## src/rtl/cla_addsub_pipe_pkg.sv

```systemverilog
// rtl/cla_addsub_pipe_pkg.sv - opcode encodings and carry-in helpers for the CLA add/sub pipe
package alu_pkg;

  localparam logic [1:0] OP_ADD = 2'b00;
  localparam logic [1:0] OP_ADC = 2'b01;
  localparam logic [1:0] OP_SUB = 2'b10;
  localparam logic [1:0] OP_SBB = 2'b11;

  function automatic logic is_sub(input logic [1:0] op);
    return (op == OP_SUB) || (op == OP_SBB);
  endfunction

  // Carry into bit 0: SBB treats cin as not-borrow, so it feeds straight in like ADC.
  function automatic logic carry_in(input logic [1:0] op, input logic cin);
    logic c;
    case (op)
      OP_ADD:  c = 1'b0;
      OP_ADC:  c = cin;
      OP_SUB:  c = 1'b1;
      default: c = cin;
    endcase
    return c;
  endfunction

endpackage

```

## src/rtl/cla_addsub_pipe_if.sv

```systemverilog
// rtl/cla_addsub_pipe_if.sv - operand/result stream bundle for the CLA add/sub pipe
interface cla_addsub_pipe_if #(
  parameter int WIDTH = 16
) ();

  logic             in_valid;
  logic             in_ready;
  logic [WIDTH-1:0] in_a;
  logic [WIDTH-1:0] in_b;
  logic [1:0]       in_op;
  logic             in_cin;
  logic             out_valid;
  logic             out_ready;
  logic [WIDTH-1:0] out_sum;
  logic             out_cout;
  logic             out_ovf;
  logic             out_zero;

  modport master (
    output in_valid, in_a, in_b, in_op, in_cin, out_ready,
    input  in_ready, out_valid, out_sum, out_cout, out_ovf, out_zero
  );

  modport slave (
    input  in_valid, in_a, in_b, in_op, in_cin, out_ready,
    output in_ready, out_valid, out_sum, out_cout, out_ovf, out_zero
  );

endinterface

```

## src/rtl/cla_addsub_pipe_group4.sv

```systemverilog
// rtl/cla_addsub_pipe_group4.sv - combinational 4-bit carry-lookahead group
module cla_group4 (
  input  logic [3:0] a,
  input  logic [3:0] b,
  input  logic       cin,
  output logic [3:0] sum,
  output logic       cout,
  output logic       pg,
  output logic       gg
);

  logic [3:0] w_p;
  logic [3:0] w_g;
  logic [3:0] w_c;

  assign w_p = a ^ b;
  assign w_g = a & b;

  assign w_c[0] = cin;
  assign w_c[1] = w_g[0] | (w_p[0] & cin);
  assign w_c[2] = w_g[1] | (w_p[1] & w_g[0]) | (w_p[1] & w_p[0] & cin);
  assign w_c[3] = w_g[2] | (w_p[2] & w_g[1]) | (w_p[2] & w_p[1] & w_g[0])
                | (w_p[2] & w_p[1] & w_p[0] & cin);

  assign pg   = &w_p;
  assign gg   = w_g[3] | (w_p[3] & w_g[2]) | (w_p[3] & w_p[2] & w_g[1])
              | (w_p[3] & w_p[2] & w_p[1] & w_g[0]);
  assign cout = gg | (pg & cin);
  assign sum  = w_p ^ w_c;

endmodule

```

## src/rtl/cla_addsub_pipe.sv

```systemverilog
// rtl/cla_addsub_pipe.sv - pipelined CLA adder/subtractor, one SEG-bit segment per stage
module cla_addsub_pipe
  import alu_pkg::*;
#(
  parameter int WIDTH  = 16,
  parameter int STAGES = 4
) (
  input  logic              clk,
  input  logic              rst_n,
  cla_addsub_pipe_if.slave  bus
);

  localparam int SEG = WIDTH / STAGES;
  localparam int NG  = SEG / 4;
  localparam int L   = STAGES - 1;

  if (WIDTH % (4 * STAGES) != 0) begin : g_param_check
    $error("cla_addsub_pipe: WIDTH must be a multiple of 4*STAGES");
  end

  logic [STAGES-1:0]            r_vld;
  logic [STAGES-1:0][WIDTH-1:0] r_a;
  logic [STAGES-1:0][WIDTH-1:0] r_b;
  logic [STAGES-1:0][WIDTH-1:0] r_sum;
  logic [STAGES-1:0]            r_c;
  logic                         r_ovf;
  logic                         r_zero;

  // Stage inputs: stage 0 reads the bus, stage k reads the registers of stage k-1.
  logic [STAGES-1:0]            w_in_vld;
  logic [STAGES-1:0][WIDTH-1:0] w_in_a;
  logic [STAGES-1:0][WIDTH-1:0] w_in_b;
  logic [STAGES-1:0][WIDTH-1:0] w_in_sum;
  logic [STAGES-1:0]            w_in_c;
  logic [STAGES-1:0][WIDTH-1:0] w_nx_sum;
  logic [STAGES-1:0]            w_nx_c;

  logic w_en;
  logic w_msb_c;
  logic w_ovf;
  logic w_zero;
  logic w_unused_ops;

  assign w_en = bus.out_ready | ~r_vld[L];

  for (genvar k = 0; k < STAGES; k++) begin : g_stage
    logic [NG:0]      w_gc;
    logic [SEG-1:0]   w_seg;
    logic [NG-1:0]    w_pg;
    logic [NG-1:0]    w_gg;
    logic [WIDTH-1:0] w_seg_ext;
    logic             w_unused_pg_gg;

    if (k == 0) begin : g_first
      assign w_in_vld[0] = bus.in_valid;
      assign w_in_a[0]   = bus.in_a;
      assign w_in_b[0]   = is_sub(bus.in_op) ? ~bus.in_b : bus.in_b;
      assign w_in_sum[0] = '0;
      assign w_in_c[0]   = carry_in(bus.in_op, bus.in_cin);
    end else begin : g_next
      assign w_in_vld[k] = r_vld[k-1];
      assign w_in_a[k]   = r_a[k-1];
      assign w_in_b[k]   = r_b[k-1];
      assign w_in_sum[k] = r_sum[k-1];
      assign w_in_c[k]   = r_c[k-1];
    end

    assign w_gc[0] = w_in_c[k];

    for (genvar g = 0; g < NG; g++) begin : g_grp
      cla_group4 u_grp (
        .a    (w_in_a[k][k*SEG + 4*g +: 4]),
        .b    (w_in_b[k][k*SEG + 4*g +: 4]),
        .cin  (w_gc[g]),
        .sum  (w_seg[4*g +: 4]),
        .cout (w_gc[g+1]),
        .pg   (w_pg[g]),
        .gg   (w_gg[g])
      );
    end

    // Lower segments are already in w_in_sum; upper bits are still zero there.
    assign w_seg_ext      = WIDTH'(w_seg);
    assign w_nx_sum[k]    = w_in_sum[k] | (w_seg_ext << (k * SEG));
    assign w_nx_c[k]      = w_gc[NG];
    assign w_unused_pg_gg = ^{w_pg, w_gg};
  end

  // Carry into the MSB recovered from the MSB sum bit and its two operand bits.
  assign w_msb_c = w_in_a[L][WIDTH-1] ^ w_in_b[L][WIDTH-1] ^ w_nx_sum[L][WIDTH-1];
  assign w_ovf   = w_msb_c ^ w_nx_c[L];
  assign w_zero  = ~|w_nx_sum[L];

  assign w_unused_ops = ^{r_a[L], r_b[L], w_in_a, w_in_b};

  always_ff @(posedge clk) begin
    if (!rst_n) begin
      r_vld  <= '0;
      r_a    <= '0;
      r_b    <= '0;
      r_sum  <= '0;
      r_c    <= '0;
      r_ovf  <= 1'b0;
      r_zero <= 1'b0;
    end else if (w_en) begin
      r_vld  <= w_in_vld;
      r_a    <= w_in_a;
      r_b    <= w_in_b;
      r_sum  <= w_nx_sum;
      r_c    <= w_nx_c;
      r_ovf  <= w_ovf;
      r_zero <= w_zero;
    end
  end

  assign bus.in_ready  = w_en;
  assign bus.out_valid = r_vld[L];
  assign bus.out_sum   = r_sum[L];
  assign bus.out_cout  = r_c[L];
  assign bus.out_ovf   = r_ovf;
  assign bus.out_zero  = r_zero;

endmodule

```

## src/flat_wrapper.sv

```systemverilog
// flat-port wrapper written by rule: the top's interface ports become plain ports
module cla_addsub_pipe_flat import alu_pkg::*;
#(
  parameter int WIDTH  = 16,
  parameter int STAGES = 4
)
  (clk, rst_n, bus_in_valid, bus_in_a, bus_in_b, bus_in_op, bus_in_cin, bus_out_ready, bus_in_ready, bus_out_valid, bus_out_sum, bus_out_cout, bus_out_ovf, bus_out_zero);
  cla_addsub_pipe_if #(.WIDTH(WIDTH)) bus_i ();
  input  logic clk;
  input  logic rst_n;
  input wire logic [$bits(bus_i.in_valid)-1:0] bus_in_valid;
  input wire logic [$bits(bus_i.in_a)-1:0] bus_in_a;
  input wire logic [$bits(bus_i.in_b)-1:0] bus_in_b;
  input wire logic [$bits(bus_i.in_op)-1:0] bus_in_op;
  input wire logic [$bits(bus_i.in_cin)-1:0] bus_in_cin;
  input wire logic [$bits(bus_i.out_ready)-1:0] bus_out_ready;
  output wire logic [$bits(bus_i.in_ready)-1:0] bus_in_ready;
  output wire logic [$bits(bus_i.out_valid)-1:0] bus_out_valid;
  output wire logic [$bits(bus_i.out_sum)-1:0] bus_out_sum;
  output wire logic [$bits(bus_i.out_cout)-1:0] bus_out_cout;
  output wire logic [$bits(bus_i.out_ovf)-1:0] bus_out_ovf;
  output wire logic [$bits(bus_i.out_zero)-1:0] bus_out_zero;
  assign bus_i.in_valid = bus_in_valid;
  assign bus_i.in_a = bus_in_a;
  assign bus_i.in_b = bus_in_b;
  assign bus_i.in_op = bus_in_op;
  assign bus_i.in_cin = bus_in_cin;
  assign bus_i.out_ready = bus_out_ready;
  assign bus_in_ready = bus_i.in_ready;
  assign bus_out_valid = bus_i.out_valid;
  assign bus_out_sum = bus_i.out_sum;
  assign bus_out_cout = bus_i.out_cout;
  assign bus_out_ovf = bus_i.out_ovf;
  assign bus_out_zero = bus_i.out_zero;
  cla_addsub_pipe #(.WIDTH(WIDTH), .STAGES(STAGES)) u_core (.clk(clk), .rst_n(rst_n), .bus(bus_i));
endmodule
```

## config.mk

```make
export PLATFORM = sky130hd
export DESIGN_NAME = cla_addsub_pipe_flat
export DESIGN_NICKNAME = d
export VERILOG_FILES = /design/src/rtl/cla_addsub_pipe_pkg.sv /design/src/rtl/cla_addsub_pipe_if.sv /design/src/rtl/cla_addsub_pipe_group4.sv /design/src/rtl/cla_addsub_pipe.sv /design/src/flat_wrapper.sv
export SDC_FILE = /design/constraint.sdc
export NUM_CORES = 1
export LEC_CHECK = 0
export CAP_MARGIN = 20
export CORE_ASPECT_RATIO = 0.6
export CORE_MARGIN = 2
export CORE_UTILIZATION = 55
export CTS_CLUSTER_DIAMETER = 50
export DETAILED_ROUTE_END_ITERATION = 7
export GPL_TIMING_DRIVEN = 0
export PLACE_DENSITY = 0.88
export SLEW_MARGIN = 40
export SYNTH_ARGS = -nofsm -noshare
export SYNTH_HDL_FRONTEND = slang
export SYNTH_SLANG_ARGS = --single-unit
```

## constraint.sdc

```tcl
create_clock -name clk -period 4.6 [get_ports clk]
set_input_delay 0.92 -clock clk [delete_from_list [all_inputs] [get_ports clk]]
set_output_delay 0.92 -clock clk [all_outputs]
set_load 0.01 [all_outputs]
```

==> results.yml <==
layout:
  final_cells: 700
  fin_area_sq_um: 5570
  nets: 647
  drive_above_1_share_pct: 9.46
  fillerInstances: 615
  areaGrowthSynthToFinish_pct: 23.0
  antenna_cells: 0
floorplanning:
  rows: 25
  die-width_microns: 121
  top_level_ports: 60
  start_util_pct: 57.2
  die-area_sq_um: 8990
  die_h_microns: 74.2
  core_area_sq_um: 7910
timing:
  max_freq_mhz: 277
  final-max-slew-violation-count: 0
  rsz0062_at_grt: "no"
  setup_viol: 0
  whs_ns: 0.465
  period_minus_slack_ns: 3.61
  post-route-period-util_pct: 78.5
  worstMarginPinSlew_ns: 0.572
  hold_viol_final: 0
  slew_headroom_pct: 61.8
  tns_ns: 0
  finClkSkew_ns: 0.00818
logic_synthesis:
  async_flop_share_pct: 0
  avgSynthCellArea_sq_um: 8.73
  synthesis.nets: 578
  netlist.area_leader.share_pct: 43.4
  synth_top_area_cell: "dfxtp_1"
  synth_cells: 518
  synth.most_common_cell: "nand2_1"
  synth_seq_cells: 98
  synthesis.area_sq_um: 4520
  netlist_top_cells_area: "dfxtp_1 (43%), nand2_1 (13%), a21boi_0 (11%)"
  yosysWarnings: 0
  seq_area_frac_synth_pct: 43.4
  synth_edf_count: 0
  yosys_most_used_dff: "dfxtp_1"
  yosysUniqueCellTypes: 44
  synthTopCellsByCount: "nand2_1 (153), dfxtp_1 (98), a21boi_0 (66)"
global_routing:
  antenna_found_initial: 0
  grt_start_max_net_pins: 18
  grt_pass1_vias: 3773
  grtUsageTotal_pct: 28.0
  gr-total-overflow: 0
  grt_pass1_wl_microns: 19000
clocking:
  cts_htree_levels: 3
  cts_tree: "yes"
  path_clk_slew_ns: 0.06
  cts_buffers: 9
  cts_setup_buffers: 0
  ctsHoldBuffers: 0
  cts-resized-gates: 0
  cts_num_sinks: 98
  cts_root_buffer: "clkbuf_16"
  clk_latency_ns: 0.35
  cts_buffer_depth: 2
power_and_ir_drop:
  clock_power_share_pct: 40.3
  pwr-share-comb_pct: 12.8
  netSwitchingFraction_pct: 25.0
  peakVddDrop_uv: 242
  power_density_nw_per_um2: 365
  power_leakage_nw: 2.32
  seq_power_share_pct: 46.9
  p_int_w: 0.00152
  fin_total_pwr_w: 0.00203
  switchingPower_w: 0.000507
outcome:
  status: "completed"
place:
  placed_cells: 684
  globalplace.congestion: 0.909
  placed_area_sq_um: 5240
  place_hpwl_microns: 8700
  port_buffers: 58
routing:
  vias_per_cell: 5.52
  ant_nets: 0
  drc: 0
  drtIter0Drc: 307
  drt_pre_antenna_iters: 4
  routed_wl_microns: 11700
  wl_per_cell_microns: 16.7
  vias: 3865
critical_path:
  crit_chain: "clkdlybuf4s50_1 > nor2b_1 > inv_2 > buf_2 > buf_2 > clkdlybuf4s50_1"
  rrSetupSlack_ns: 2.37
  cp_data_arrival_time_ns: 2.69
  crit_fanout: 10
  cpPeakStageDelay_ns: 0.57
  cp-end-kind: "output pin"
  cp.required_ns: 3.68
  cpMaxStageDelayCell: "clkdlybuf4s50_1"
  worstSetupStartpointType: "primary input"
  crit_type: "in2out"
job:
  max-cap-violations: 0
worst_hold_path:
  hp-class: "reg2reg"
==> metrics by stage <==
stage               utilization [%]  setup slack, ns
global placement               66.2             1.03
CTS                            70.3             1.00
floorplan                         -             2.15
global route                   70.3            0.911
detailed placement             66.2             1.01
finish                         70.3            0.988
==> sequential cells by signal (all words and copies together) (netlist names) <==
name	flops
u_core.r_c	4
u_core.bus.out_sum	16
u_core.r_a	24
u_core.r_b	24
u_core.bus.out_zero	1
u_core.r_vld	4
u_core.r_sum	24
u_core.bus.out_ovf	1
==> kinds of logic (layout without fill, tap and decap cells) <==
family                   count (synthesis)  count (layout)  share of synthesized area [%]
AND/OR/NAND/NOR                        191             191                           18.3
AO/OA/AOI/OAI                          119             119                           19.6
flip-flops                              98              98                           43.4
buffers and inverters                   63             137                           7.19
XOR/XNOR                                24              24                           4.65
adder cells (fa/ha/maj)                 21              21                           6.47
multiplexers                             2               2                          0.470
==> worst max-delay path, delay by kind of cell <==
| family | cells | cell delay, ns |
|---|---|---|
| buffers and inverters | 5 | 1.70 |
| AND/OR/NAND/NOR | 1 | 0.07 |
==> cells in the final DEF, fill, tap and decap left out, drive strengths merged, types with 2 or more instances in the layout <==
master / netlist / final
nand2: 153 / 153
dfxtp: 98 / 98
a21boi: 66 / 66
clkdlybuf4s50: 0 / 58
buf: 34 / 34
clkbuf: 17 / 26
xnor2: 18 / 18
ha: 17 / 17
o211a: 16 / 16
o21ai: 13 / 13
inv: 12 / 13
nand3: 9 / 9
a21oi: 9 / 9
xor2: 6 / 6
nand4b: 5 / 5
nor2: 4 / 4
fa: 4 / 4
a21o: 3 / 3
and3: 3 / 3
a31o: 2 / 2
a211oi: 2 / 2
nor3b: 2 / 2
and4b: 2 / 2
nand3b: 2 / 2
or3: 2 / 2
nand4: 2 / 2
a2bb2oi: 2 / 2
and2: 2 / 2
clkinv: 0 / 2
bufinv: 0 / 2
clkinvlp: 0 / 2
==> worst paths after layout <==
check | endpoint | from | cells after the start
setup / recovery | bus_in_ready | bus_out_ready | 6
hold / removal | u_core.r_sum[21] | u_core.r_sum[21] | 2
setup reg to reg | u_core.bus.out_zero | u_core.r_a[44] | 6
hold reg to reg | u_core.r_sum[21] | u_core.r_sum[21] | 2
==> layer usage <==
layer | global-route usage, % | wire length [microns] | vias up
met4 | 7.88 | 121 | 0
li1 | - | - | 1858
met2 | 43.4 | 4820 | 158
met5 | 0 | 0 | -
met1 | 38.5 | 5640 | 1839
met3 | 8.28 | 1100 | 10
==> final cells by class <==
cell class                 count  area (sq um)  share of cell area (%)
buffer                        51           280                    5.04
clock buffer                   9           225                    4.05
clock inverter                 7           101                    1.82
inverter                      12          45.0                   0.809
multi-input combinational    357          2240                    40.2
sequential                    98          1960                    35.3
tap                          108           135                    2.43
timing repair buffer          58           581                    10.4
==> power groups by stage <==
stage	sequential, W	clock [W]	combinational (W)
finish	0.000952	0.000818	0.000260
global route	0.000957	0.000858	0.000288
CTS	0.000949	0.000822	0.000258
detailed placement	0.000968	0	0.000255
global placement	0.000965	0	0.000244
floorplan	0.000949	0	0.000162
No activity file was read; power rests on OpenSTA's default activity.
